<file path="config.mk">
export PLATFORM = sky130hd
export DESIGN_NAME = ext_dispatch
export DESIGN_NICKNAME = d
export VERILOG_FILES = /design/src/rtl/ext_dispatch.sv
export SDC_FILE = /design/constraint.sdc
export NUM_CORES = 1
export LEC_CHECK = 0
export CAP_MARGIN = 20
export CORE_AREA = 2 2 222 224
export CTS_CLUSTER_DIAMETER = 100
export CTS_CLUSTER_SIZE = 24
export DETAILED_ROUTE_END_ITERATION = 6
export DIE_AREA = 0 0 224 226
export PLACE_DENSITY = 0.7
export SETUP_SLACK_MARGIN = 0.15
export SLEW_MARGIN = 15
export SYNTH_ARGS = -nofsm -noshare
export SYNTH_HDL_FRONTEND = slang
export SYNTH_SLANG_ARGS = --single-unit
</file>
<file path="constraint.sdc">
create_clock -name clk -period 5.4 [get_ports clk]
set_input_delay 1.08 -clock clk [delete_from_list [all_inputs] [get_ports clk]]
set_output_delay 1.08 -clock clk [all_outputs]
set_load 0.005 [all_outputs]
</file>
<file path="src/rtl/ext_dispatch.sv">
// rtl/ext_dispatch.sv - RV32M dispatch to shared iterative multiplier/divider units
module ext_dispatch #(
  parameter int TIMEOUT = 64,
  parameter int TW      = 7
) (
  input  logic        clk,
  input  logic        rst,
  input  logic        extStart,
  input  logic [2:0]  extFunc3,
  input  logic [31:0] extA,
  input  logic [31:0] extB,
  output logic [31:0] extR,
  output logic        extDone,
  output logic        ext_err,
  output logic        mul_start,
  output logic [31:0] mul_a,
  output logic [31:0] mul_b,
  input  logic [63:0] mul_p,
  input  logic        mul_done,
  output logic        div_start,
  output logic [31:0] div_n,
  output logic [31:0] div_d,
  input  logic [31:0] div_q,
  input  logic [31:0] div_r,
  input  logic        div_done
);

  typedef enum logic [2:0] {IDLE, PREP, RUN, FIX, DONE} state_t;

  state_t        state;
  logic [2:0]    func;
  logic [31:0]   a_q, b_q;
  logic          neg;
  logic [TW-1:0] cnt;
  logic [63:0]   res;

  logic        a_signed, b_signed, sa, sb, neg_c, ovf, unit_done;
  logic [31:0] mag_a, mag_b, div_val, div_fix, fix_r;
  logic [63:0] mul_fix;

  // MUL runs through the signed path too; its low word is identical either way.
  always_comb begin
    a_signed  = !(func == 3'b011 || func == 3'b101 || func == 3'b111);
    b_signed  = a_signed && (func != 3'b010);
    sa        = a_signed && a_q[31];
    sb        = b_signed && b_q[31];
    mag_a     = sa ? (~a_q + 32'd1) : a_q;
    mag_b     = sb ? (~b_q + 32'd1) : b_q;
    neg_c     = (func == 3'b110) ? sa : (sa ^ sb);
    ovf       = (func == 3'b100 || func == 3'b110) &&
                (a_q == 32'h8000_0000) && (b_q == 32'hFFFF_FFFF);
    unit_done = func[2] ? div_done : mul_done;
    mul_fix   = neg ? (~res + 64'd1) : res;
    div_val   = func[1] ? res[63:32] : res[31:0];
    div_fix   = neg ? (~div_val + 32'd1) : div_val;
    if (func[2])
      fix_r = div_fix;
    else if (func[1:0] == 2'b00)
      fix_r = mul_fix[31:0];
    else
      fix_r = mul_fix[63:32];
  end

  always_ff @(posedge clk) begin
    if (rst) begin
      state     <= IDLE;
      func      <= '0;
      a_q       <= '0;
      b_q       <= '0;
      neg       <= 1'b0;
      cnt       <= '0;
      res       <= '0;
      extR      <= '0;
      extDone   <= 1'b0;
      ext_err   <= 1'b0;
      mul_start <= 1'b0;
      div_start <= 1'b0;
      mul_a     <= '0;
      mul_b     <= '0;
      div_n     <= '0;
      div_d     <= '0;
    end else begin
      case (state)
        IDLE: begin
          extDone <= 1'b0;
          ext_err <= 1'b0;
          if (extStart) begin
            func  <= extFunc3;
            a_q   <= extA;
            b_q   <= extB;
            state <= PREP;
          end
        end
        PREP: begin
          neg <= neg_c;
          cnt <= '0;
          if (func[2] && b_q == 32'd0) begin
            extR    <= func[1] ? a_q : 32'hFFFF_FFFF;
            extDone <= 1'b1;
            state   <= DONE;
          end else if (ovf) begin
            extR    <= func[1] ? 32'd0 : 32'h8000_0000;
            extDone <= 1'b1;
            state   <= DONE;
          end else begin
            if (func[2]) begin
              div_n     <= mag_a;
              div_d     <= mag_b;
              div_start <= 1'b1;
            end else begin
              mul_a     <= mag_a;
              mul_b     <= mag_b;
              mul_start <= 1'b1;
            end
            state <= RUN;
          end
        end
        RUN: begin
          mul_start <= 1'b0;
          div_start <= 1'b0;
          // cnt==0 is the start cycle, where a done pulse cannot belong to this op.
          if (cnt != '0 && unit_done) begin
            res   <= func[2] ? {div_r, div_q} : mul_p;
            state <= FIX;
          end else if (cnt == TW'(TIMEOUT)) begin
            extR    <= '0;
            extDone <= 1'b1;
            ext_err <= 1'b1;
            state   <= DONE;
          end else begin
            cnt <= cnt + 1'b1;
          end
        end
        FIX: begin
          extR    <= fix_r;
          extDone <= 1'b1;
          state   <= DONE;
        end
        DONE: begin
          extDone <= 1'b0;
          ext_err <= 1'b0;
          state   <= IDLE;
        end
        default: state <= IDLE;
      endcase
    end
  end

endmodule

</file>
==> flow_summary.yaml <==
outcome:
  status: "completed"
clock_network:
  clkSinkCount: 306
  ctsResizeCount: 0
  cts_tree: "built"
  holdBufCountCts: 0
  max-clock-path-buffers: 3
  htree_levels: 1
  clkTransAtPathRegs_ns: 0.10
  cts_buffers: 16
  post-cts-setup-buffers: 0
  cts_root_buf: "clkbuf_16"
  worst_skew_pair.late_latency_ns: 0.52
cells_and_area:
  flow.area_growth_from_synthesis_pct: 26.5
  fin_nets: 2508
  layout.cells.non_filler: 2927
  drive_gt1_share_pct: 4.60
  n_fill_cell: 4849
  fin_area_mm2: 0.0211
  utilization_pct: 43.5
global_routing:
  met1_usage_pct: 31.4
  grt_pass1_wl_um: 91800
  grt_use_total_pct: 23.0
  grt_max_degree: 170
  grt_use_met3_pct: 4.29
  antenna_found_initial: 3
  globalRouteOverflowTotal: 0
  use_met2_pct: 37.4
  grt_pass1_vias: 15400
  grt.busiest_layer: "met2"
critical_path:
  worstSetupStartpointType: "register"
  cp.depth: 9
  critPathRequiredTime_ns: 5.82
  cp_top_family: "simple AND/OR/NAND/NOR gates"
  cpPeakStageDelay_ns: 0.68
  setup.worst_path.end_class: "register"
  worstPathArrival_ns: 4.20
  worstSetupPathType: "register to register"
  cpMostUsedCell: "or4_1"
  cp.buffers_inverters: 1
  crit_fanout: 38
  crit_chain: "or4_1, or4_1, nand4b_1, o21ai_2, nand2_1, nor2_4, buf_4, nor2_1, a311oi_1"
  reg2reg_depth: 9
  slowest_stage: "nor2_4"
min_path:
  hp-class: "register to register"
  hold_depth: 2
sta:
  period_minus_slack_ns: 3.77
  setup-tns-final_ns: 0
  hold_violations: 0
  finClkSkew_ns: 0.0145
  slew_viol_final: 0
  setup_violations: 0
  fin_crit_sh_pct: 69.9
  max_freq_mhz: 265
  slew_headroom_pct: 21.8
  max_slew.worst_pin.slew_ns: 1.17
  grt_setup_unrepaired: "false"
synth:
  synthCells: 2079
  async_flop_share_pct: 0
  synth-edff-count: 0
  avgSynthCellArea_um2: 8.00
  synth_ff_type: "dfxtp_1"
  yosysSeqAreaShare_pct: 36.8
  ys_seq_elements: 306
  synth_cell_types: 82
  synth_nets: 2286
  netlist_area_mm2: 0.0166
  yosysWarnings: 0
die:
  die_w_um: 224
  die_area_mm2: 0.0506
  placementRows: 81
  start_util_pct: 34.4
  core_area_mm2: 0.0483
  io_pins: 364
  dieHeight_um: 226
power:
  power_switching_mw: 2.28
  clkPwrFrac_pct: 21.2
  p_per_area_mw_per_mm2: 300
  ir_drop_v: 0.000198
  comb_power_share_pct: 35.0
  p_leak_nw: 6.93
  power_report.internal_total_mw: 4.04
  design_power_total_mw: 6.32
  seqPwrFrac_pct: 43.8
  switching_share_pct: 36.1
placement:
  gp_congestion: 0.966
  place_inst: 2904
  placed_area_mm2: 0.0206
  io_buffer_count: 363
  hpwlAfterDp_um: 45600
detailed_routing:
  via_per_inst: 5.65
  first_iter_violations: 1511
  vias: 16500
  drtPass1Iterations: 6
  ant_nets: 0
  routed_wl_um: 60900
  wl_per_cell_um: 20.8
  drc: 0
job:
  maxCapViolCount: 0
-- path summary, 6_finish.rpt --
path                            startpoint      end  slack (ns)
worst max register to register     a_q[20]  extR[4]        1.63
worst min-delay path               a_q[26]  a_q[26]        0.49
worst min register to register     a_q[26]  a_q[26]        0.49
worst max-delay path               a_q[20]  extR[4]        1.63
-- synthesized netlist by cell type (all sizes together) (5+ instances only) --
master | count | area share [%]
nand2 | 215 | 4.9
mux2i | 116 | 7.0
nor3 | 58 | 1.9
a21oi | 125 | 3.8
or2 | 9 | 0.34
a311oi | 16 | 0.88
o21ai | 83 | 2.5
and3 | 6 | 0.26
xnor2 | 57 | 3.0
o211ai | 7 | 0.32
nor4b | 7 | 0.44
nand3b | 5 | 0.23
or4 | 24 | 1.2
or3 | 12 | 0.45
clkbuf | 155 | 3.5
nor2 | 315 | 7.1
ha | 7 | 0.53
o22ai | 6 | 0.23
nor4 | 35 | 1.6
nand2b | 10 | 0.38
nand4 | 20 | 0.75
inv | 26 | 0.59
buf | 33 | 1.1
a31oi | 17 | 0.64
a41oi | 5 | 0.26
dfxtp | 306 | 37
o41ai | 15 | 0.92
o31ai | 23 | 1.1
a221oi | 11 | 0.62
nand3 | 17 | 0.54
xor2 | 65 | 3.4
mux2 | 7 | 0.47
o221ai | 8 | 0.42
and2 | 9 | 0.34
a211oi | 194 | 8.8
-- worst min-delay path, cell delays in order (launching register included) --
cell     delay [ns]
dfxtp_1        0.33
nand2_1        0.06
a21oi_1        0.06
-- cell usage in the layout (no fill, tap or decap), drive strengths merged, types with 4 or more instances in the layout --
cell,count
nor3,58
o21ai,83
o41ai,15
inv,26
mux2,7
nand3,17
o31ai,23
clkbuf,19
xnor2,57
a221oi,11
o22ai,6
and2,9
nand2,215
clkdlybuf4s50,362
or4,24
a31oi,17
and3,6
a41oi,5
buf,30
nor2,315
or3,12
nand4b,4
o221ai,8
a311oi,16
o211ai,7
mux2i,116
nand3b,5
dfxtp,306
or2,9
a211o,4
xor2,65
nor4b,7
nor4,35
nand4,20
a211oi,194
nand2b,10
a21oi,125
ha,7
o311ai,4
-- layout make-up --
type / instances / area [um^2] / share of cell area, %
multi-input combinational: 1558 / 9690 / 46.0
sequential: 306 / 6130 / 29.1
timing repair buffer: 392 / 3900 / 18.5
tap: 622 / 778 / 3.70
clock buffer: 19 / 443 / 2.10
inverter: 27 / 101 / 0.481
clock inverter: 1 / 5.00 / 0.0238
antenna: 2 / 5.00 / 0.0238
-- sequential cells by signal (all words and copies together) (netlist names), 3 cells and up --
signal / cells
a_q: 32
b_q: 32
cnt: 7
div_d: 32
div_n: 32
extR: 32
func: 3
mul_a: 32
mul_b: 32
res: 64
state: 3
-- per-stage QoR --
step | worst slack, ns | hold slack, ns
after floorplan | 1.51 | 0.445
after global placement | 1.49 | 0.462
after detailed placement | 1.35 | 0.467
after CTS | 1.57 | 0.481
after global routing | 1.29 | 0.516
final | 1.63 | 0.486
-- power groups by stage --
| stage | combinational [mW] | sequential, mW | clock, mW |
|---|---|---|---|
| floorplan | 1.29 | 2.72 | 0 |
| global placement | 2.16 | 2.81 | 0 |
| detailed placement | 2.20 | 2.82 | 0 |
| CTS | 2.20 | 2.77 | 1.38 |
| global route | 2.40 | 2.80 | 1.45 |
| finish | 2.21 | 2.77 | 1.34 |
-- cells by family (layout without fill, tap and decap cells) --
kind of cell	Yosys count	in the layout	synth area share, %
XOR/XNOR	122	122	6.42
flip-flops	306	306	36.8
buffers and inverters	215	439	5.19
adder cells (fa/ha/maj)	7	7	0.526
multiplexers	123	123	7.45
AND/OR/NAND/NOR	760	760	21.3
AO/OA/AOI/OAI	546	546	22.3
other	0	2	0
-- metal layers --
layer	vias to the layer above	routed length, um
li1	7930	-
met4	4	1230
met5	-	27
met3	80	5060
met1	7842	27000
met2	683	27600
Note: power is estimated with default switching activity, not from simulation.
==> variant 1 (config.mk and constraints unchanged) <==
Register the input `div_done` before use, cleared by the reset. The logic sees it one clock later. The other inputs are not delayed to match.
--- a/src/rtl/ext_dispatch.sv
+++ b/src/rtl/ext_dispatch.sv
@@ -28,4 +28,14 @@
   typedef enum logic [2:0] {IDLE, PREP, RUN, FIX, DONE} state_t;
 
+  logic div_done_q;
+
+  always_ff @(posedge clk) begin
+    if (rst) begin
+      div_done_q <= '0;
+    end else begin
+      div_done_q <= div_done;
+    end
+  end
+
   state_t        state;
   logic [2:0]    func;
@@ -50,5 +60,5 @@
     ovf       = (func == 3'b100 || func == 3'b110) &&
                 (a_q == 32'h8000_0000) && (b_q == 32'hFFFF_FFFF);
-    unit_done = func[2] ? div_done : mul_done;
+    unit_done = func[2] ? div_done_q : mul_done;
     mul_fix   = neg ? (~res + 64'd1) : res;
     div_val   = func[1] ? res[63:32] : res[31:0];
Function: not settled (the Yosys comparison gave no result); the edit may change what the design does.
==> variant 1 against the original RTL <==
Count of clock-buffer cells in the layout stayed put. Synthesized cell count increased by 4.1%. Global-route usage rose by 1.4 points. Fmax down 4.9%. Design area grew 1.7%. Clock power increased by 9%. Worst setup slack worse by 200 ps. Non-clock buffer count decreased by 6. Sequential cell count up 1. Wire length grew 5.9%. Power up 1.9%. Synthesized area rose by 2.8%.
==> variant 1: results (changes against the original RTL) <==
- CP max stage cell: dfxtp_4
- TritonRoute pass-1 iters: 7 (+1)
- Synth area leaders: dfxtp_1 (36%), mux2i_1 (8.4%), a211oi_1 (7.8%), nor2_1 (7.2%), nand2_1 (4.6%)
- Post-synthesis sequential area ratio: 35.9% (-0.90 points)
- Fillers: 4811 (-0.78%)
- FFs w/ async S/R, synth: 0% (unchanged)
- Status: finished clean
- Syn Area/Cell: 7.90 um2 (-1.2%)
- DR iter-0 viols: 2002 (+32%)
- Cell Pwr Density: 301 mW/mm2 (+0.13%)
- Largest net degree at the start of global routing: 150 (-12%)
- Adder-Cell Fraction of Synth Area: 0.512% (-0.015 points)
- Global-route wire length before repair: 97.5 mm (+6.2%)
- Post-route clock period utilization: 73.5% (+3.6 points)
- Synth cell types: 77 (-6.1%)
- Clk pin slew, worst setup/hold paths: 100 ps (about the same)
- Hold endpoint: div_start
- Nets: 2570 (+2.5%)
- Post-CTS resize count: 0 (unchanged)
- Number of post-CTS setup repair buffers: 0 (unchanged)
- Clk_skew: 25.0 ps (+10.5 ps)
- Clock Root Buffer: clkbuf_16
- Detail Placement HPWL: 47.8 mm (+4.7%)
- Top_reg_cell synth: dfxtp_1
- GPL Wtd Cong: 1.02 (+5.6%)
- Pleak: 7.19 nW (+3.7%)
- Post-Place Setup Slack: 1470 ps (+118 ps)
- Final Non-Filler Cells: 2989 (+2.1%)
- Via density: 5.80 (+2.6%)
- Tightest Pin Transition: 1060 ps (-110 ps)
- Hold Path Origin: div_start
- Largest stage delay, worst path: 720 ps (+40 ps)
- CTS Buf Count: 17 (+1)
- Worst skew pair latency: 550 ps (+30 ps)
- Depth of the most critical reg-to-reg path: 8 (-1)
- Critical path class: flip-flop to flip-flop
- Hold_ws: 484 ps (-1.65 ps)
- Number of global-route vias before repair: 16200 (+5.3%)
- Area after DPL: 0.0209 mm2 (+1.6%)
- Synth Warn #: 0 (unchanged)
- Hold WC Path Type: flip-flop to flip-flop
- Worst Path Max Fanout: 36 (-5.3%)
- Post-synth top cells: nor2_1 (329), dfxtp_1 (307), nand2_1 (210)
- Antenna diode count: 0 (-2)
- Net count after synthesis: 2372 (+3.8%)
- Cell count of the worst hold path: 1 (-1)
- Mux cell area share after synthesis: 9.08% (+1.6 points)
- Initial antenna violation count: 0 (-3)
- Gr usage total: 24.4% (+1.4 points)
- DR WL/cell: 21.6 um (+3.7%)
- Compound-Gate Fraction of Synth Area: 22.0% (-0.30 points)
- Reg2reg start: func[2]
- CP arrival: 4410 ps (+210 ps)
- XOR/XNOR Fraction of Synth Area: 5.68% (-0.74 points)
- Peak supply drop: 196 uV (-0.81%)
- Reg2reg setup slack: 1430 ps (-200 ps)
- Worst r2r dst: extR[5]
- Share of cells above drive strength 1: 3.63% (-0.97 points)
variant 1: cell types whose count changed in the layout (fill, tap and decap cells not counted), sizes merged, moves of 7 or more:
| cell | change |
|---|---|
| and3 | +7 |
| nand3 | +12 |
| mux2i | +28 |
| nor2 | +14 |
| a21oi | +23 |
| or3 | +10 |
| a211oi | -16 |
| xnor2 | -7 |
| a221oi | -8 |
| o21ai | -16 |
variant 1: routing by layer:
layer  vias to the layer above  track usage (%)  routed length, um
li1                       8213                -                  -
met1                      8178             32.5              27600
met2                       799             40.4              29800
met3                       142             3.37               4790
met4                         0             8.41               2320
met5                         -                0                  0
variant 1: power breakdown:
part,internal (mW),switching (mW)
registers,2.50,0.287
clock network,0.640,0.817
logic,0.945,1.25
total,4.08,2.36
variant 1: cell type report:
class	count	area share (%)
repair buffers	386	17.9
well taps	622	3.63
multi-input cells	1632	47.1
inverters	19	0.333
flip-flops and latches	307	28.8
clock buffers	19	2.02
clock inverters	4	0.310
==> variant 2 (same flow settings) <==
Made on the original files. Set the parameter `TW` to 14 (it was 7).
--- a/src/rtl/ext_dispatch.sv
+++ b/src/rtl/ext_dispatch.sv
@@ -2,5 +2,5 @@
 module ext_dispatch #(
   parameter int TIMEOUT = 64,
-  parameter int TW      = 7
+  parameter int TW      = 14
 ) (
   input  logic        clk,
Function: not settled (the Yosys comparison gave no result); the edit may change what the design does.
==> variant 2 against the original RTL <==
Sequential share of layout area shrank 0.24 points. Power shrank 11%. Design area grew 3.2%. Combinational power is 34% lower. Synthesized area is 3.6% higher. Hold slack worse by 15 ps. Non-clock buffer count rose by 5. Largest cell class unchanged. Sequential cell count grew 7. Worst setup slack got worse by 300 ps. Global-route usage up 1.5 points. Wire length is 5.9% higher.
==> variant 2: results (changes against the original RTL) <==
- Largest net degree at the start of global routing: 168 (-1.2%)
- Crit. End Element: flip-flop
- XOR/XNOR Fraction of Synth Area: 5.74% (-0.68 points)
- Clk_skew: 24.7 ps (+10.1 ps)
- Worst r2r dst: mul_a[14]
- Hold_ws: 471 ps (-14.9 ps)
- Sequential group share of total power: 46.9% (+3.1 points)
- Mux cell area share after synthesis: 7.10% (-0.35 points)
- Total wire length: 64.5 mm (+5.9%)
- Number of post-CTS setup repair buffers: 0 (unchanged)
- Number of global-route vias before repair: 16500 (+7.2%)
- Via density: 5.84 (+3.4%)
- Detail Placement HPWL: 47.7 mm (+4.6%)
- Worst skew pair latency: 560 ps (+40 ps)
- Synth cell types: 77 (-6.1%)
- Synth area leaders: dfxtp_1 (36%), a211oi_1 (8.4%), nor2_1 (6.8%), mux2i_1 (6.4%), nand2_1 (4.9%)
- Syn Area/Cell: 7.88 um2 (-1.5%)
- Reg2reg setup slack: 1320 ps (-300 ps)
- CP max stage cell: a211oi_1
- Depth of the most critical reg-to-reg path: 10 (+1)
- Req. time, crit path: 5860 ps (+40 ps)
- Hold endpoint: extDone
- Nets: 2602 (+3.7%)
- CTS Buf Count: 18 (+2)
- Adder-Cell Fraction of Synth Area: 0.508% (-0.018 points)
- Compound-Gate Fraction of Synth Area: 23.3% (+0.99 points)
- Pleak: 7.23 nW (+4.3%)
- Longest Clk Path Bufs: 3 (unchanged)
- Gr usage total: 24.5% (+1.5 points)
- GPL Wtd Cong: 0.956 (-1.0%)
- Post-synthesis sequential area ratio: 36.4% (-0.46 points)
- Global-route wire length before repair: 97.7 mm (+6.4%)
- Net count after synthesis: 2393 (+4.7%)
- DR WL/cell: 21.3 um (+2.4%)
- Status: finished clean
- CP startpoint: b_q[0]
- Fillers: 4782 (-1.4%)
- Cell total after placement: 2995 (+3.1%)
- Share of cells above drive strength 1: 4.46% (-0.14 points)
- Logic pwr share: 25.9% (-9.1 points)
- Slew HR: 28.1% (+6.3 points)
- Post-synth top cells: dfxtp_1 (313), nor2_1 (312), nand2_1 (223)
- Tot Pwr: 5.63 mW (-11%)
- Hold Path Origin: extDone
- Worst Path Max Fanout: 70 (+84%)
- Final slew viol count: 0 (unchanged)
- Sw Pwr: 1.84 mW (-19%)
- Peak supply drop: 197 uV (-0.20%)
- Largest stage delay, worst path: 830 ps (+150 ps)
variant 2: final cells by class:
cell class              instances  share of cell area [%]
multi-input cells            1642                    46.5
flip-flops and latches        313                    28.9
repair buffers                397                    18.0
well taps                     622                    3.58
clock buffers                  19                    2.09
clock inverters                 6                   0.455
inverters                      23                   0.398
diodes                          3                  0.0346
variant 2: metal layers:
layer / track usage [%] / up-vias / share of wire, %
met5: 0 / - / 0
met4: 10.5 / 0 / 4.2
met3: 4.38 / 137 / 7.8
met2: 38.6 / 840 / 44
met1: 32.9 / 8311 / 44
li1: - / 8384 / -
variant 2: logic make-up after synthesis:
family,count (synthesis)
AOI/OAI and AO/OA,591
xor gates and xnor gates,113
adders and majority gates,7
buffers and inverters,231
DFF,313
muxes,121
and+or+nand+nor,810
variant 2: through the flow:
stage	setup WS (ps)	instance area (um2)
final	1320	21700
after global routing	1110	21700
after CTS	1410	21700
after detailed placement	1450	21100
after global placement	1690	21100
after floorplan	1700	17200
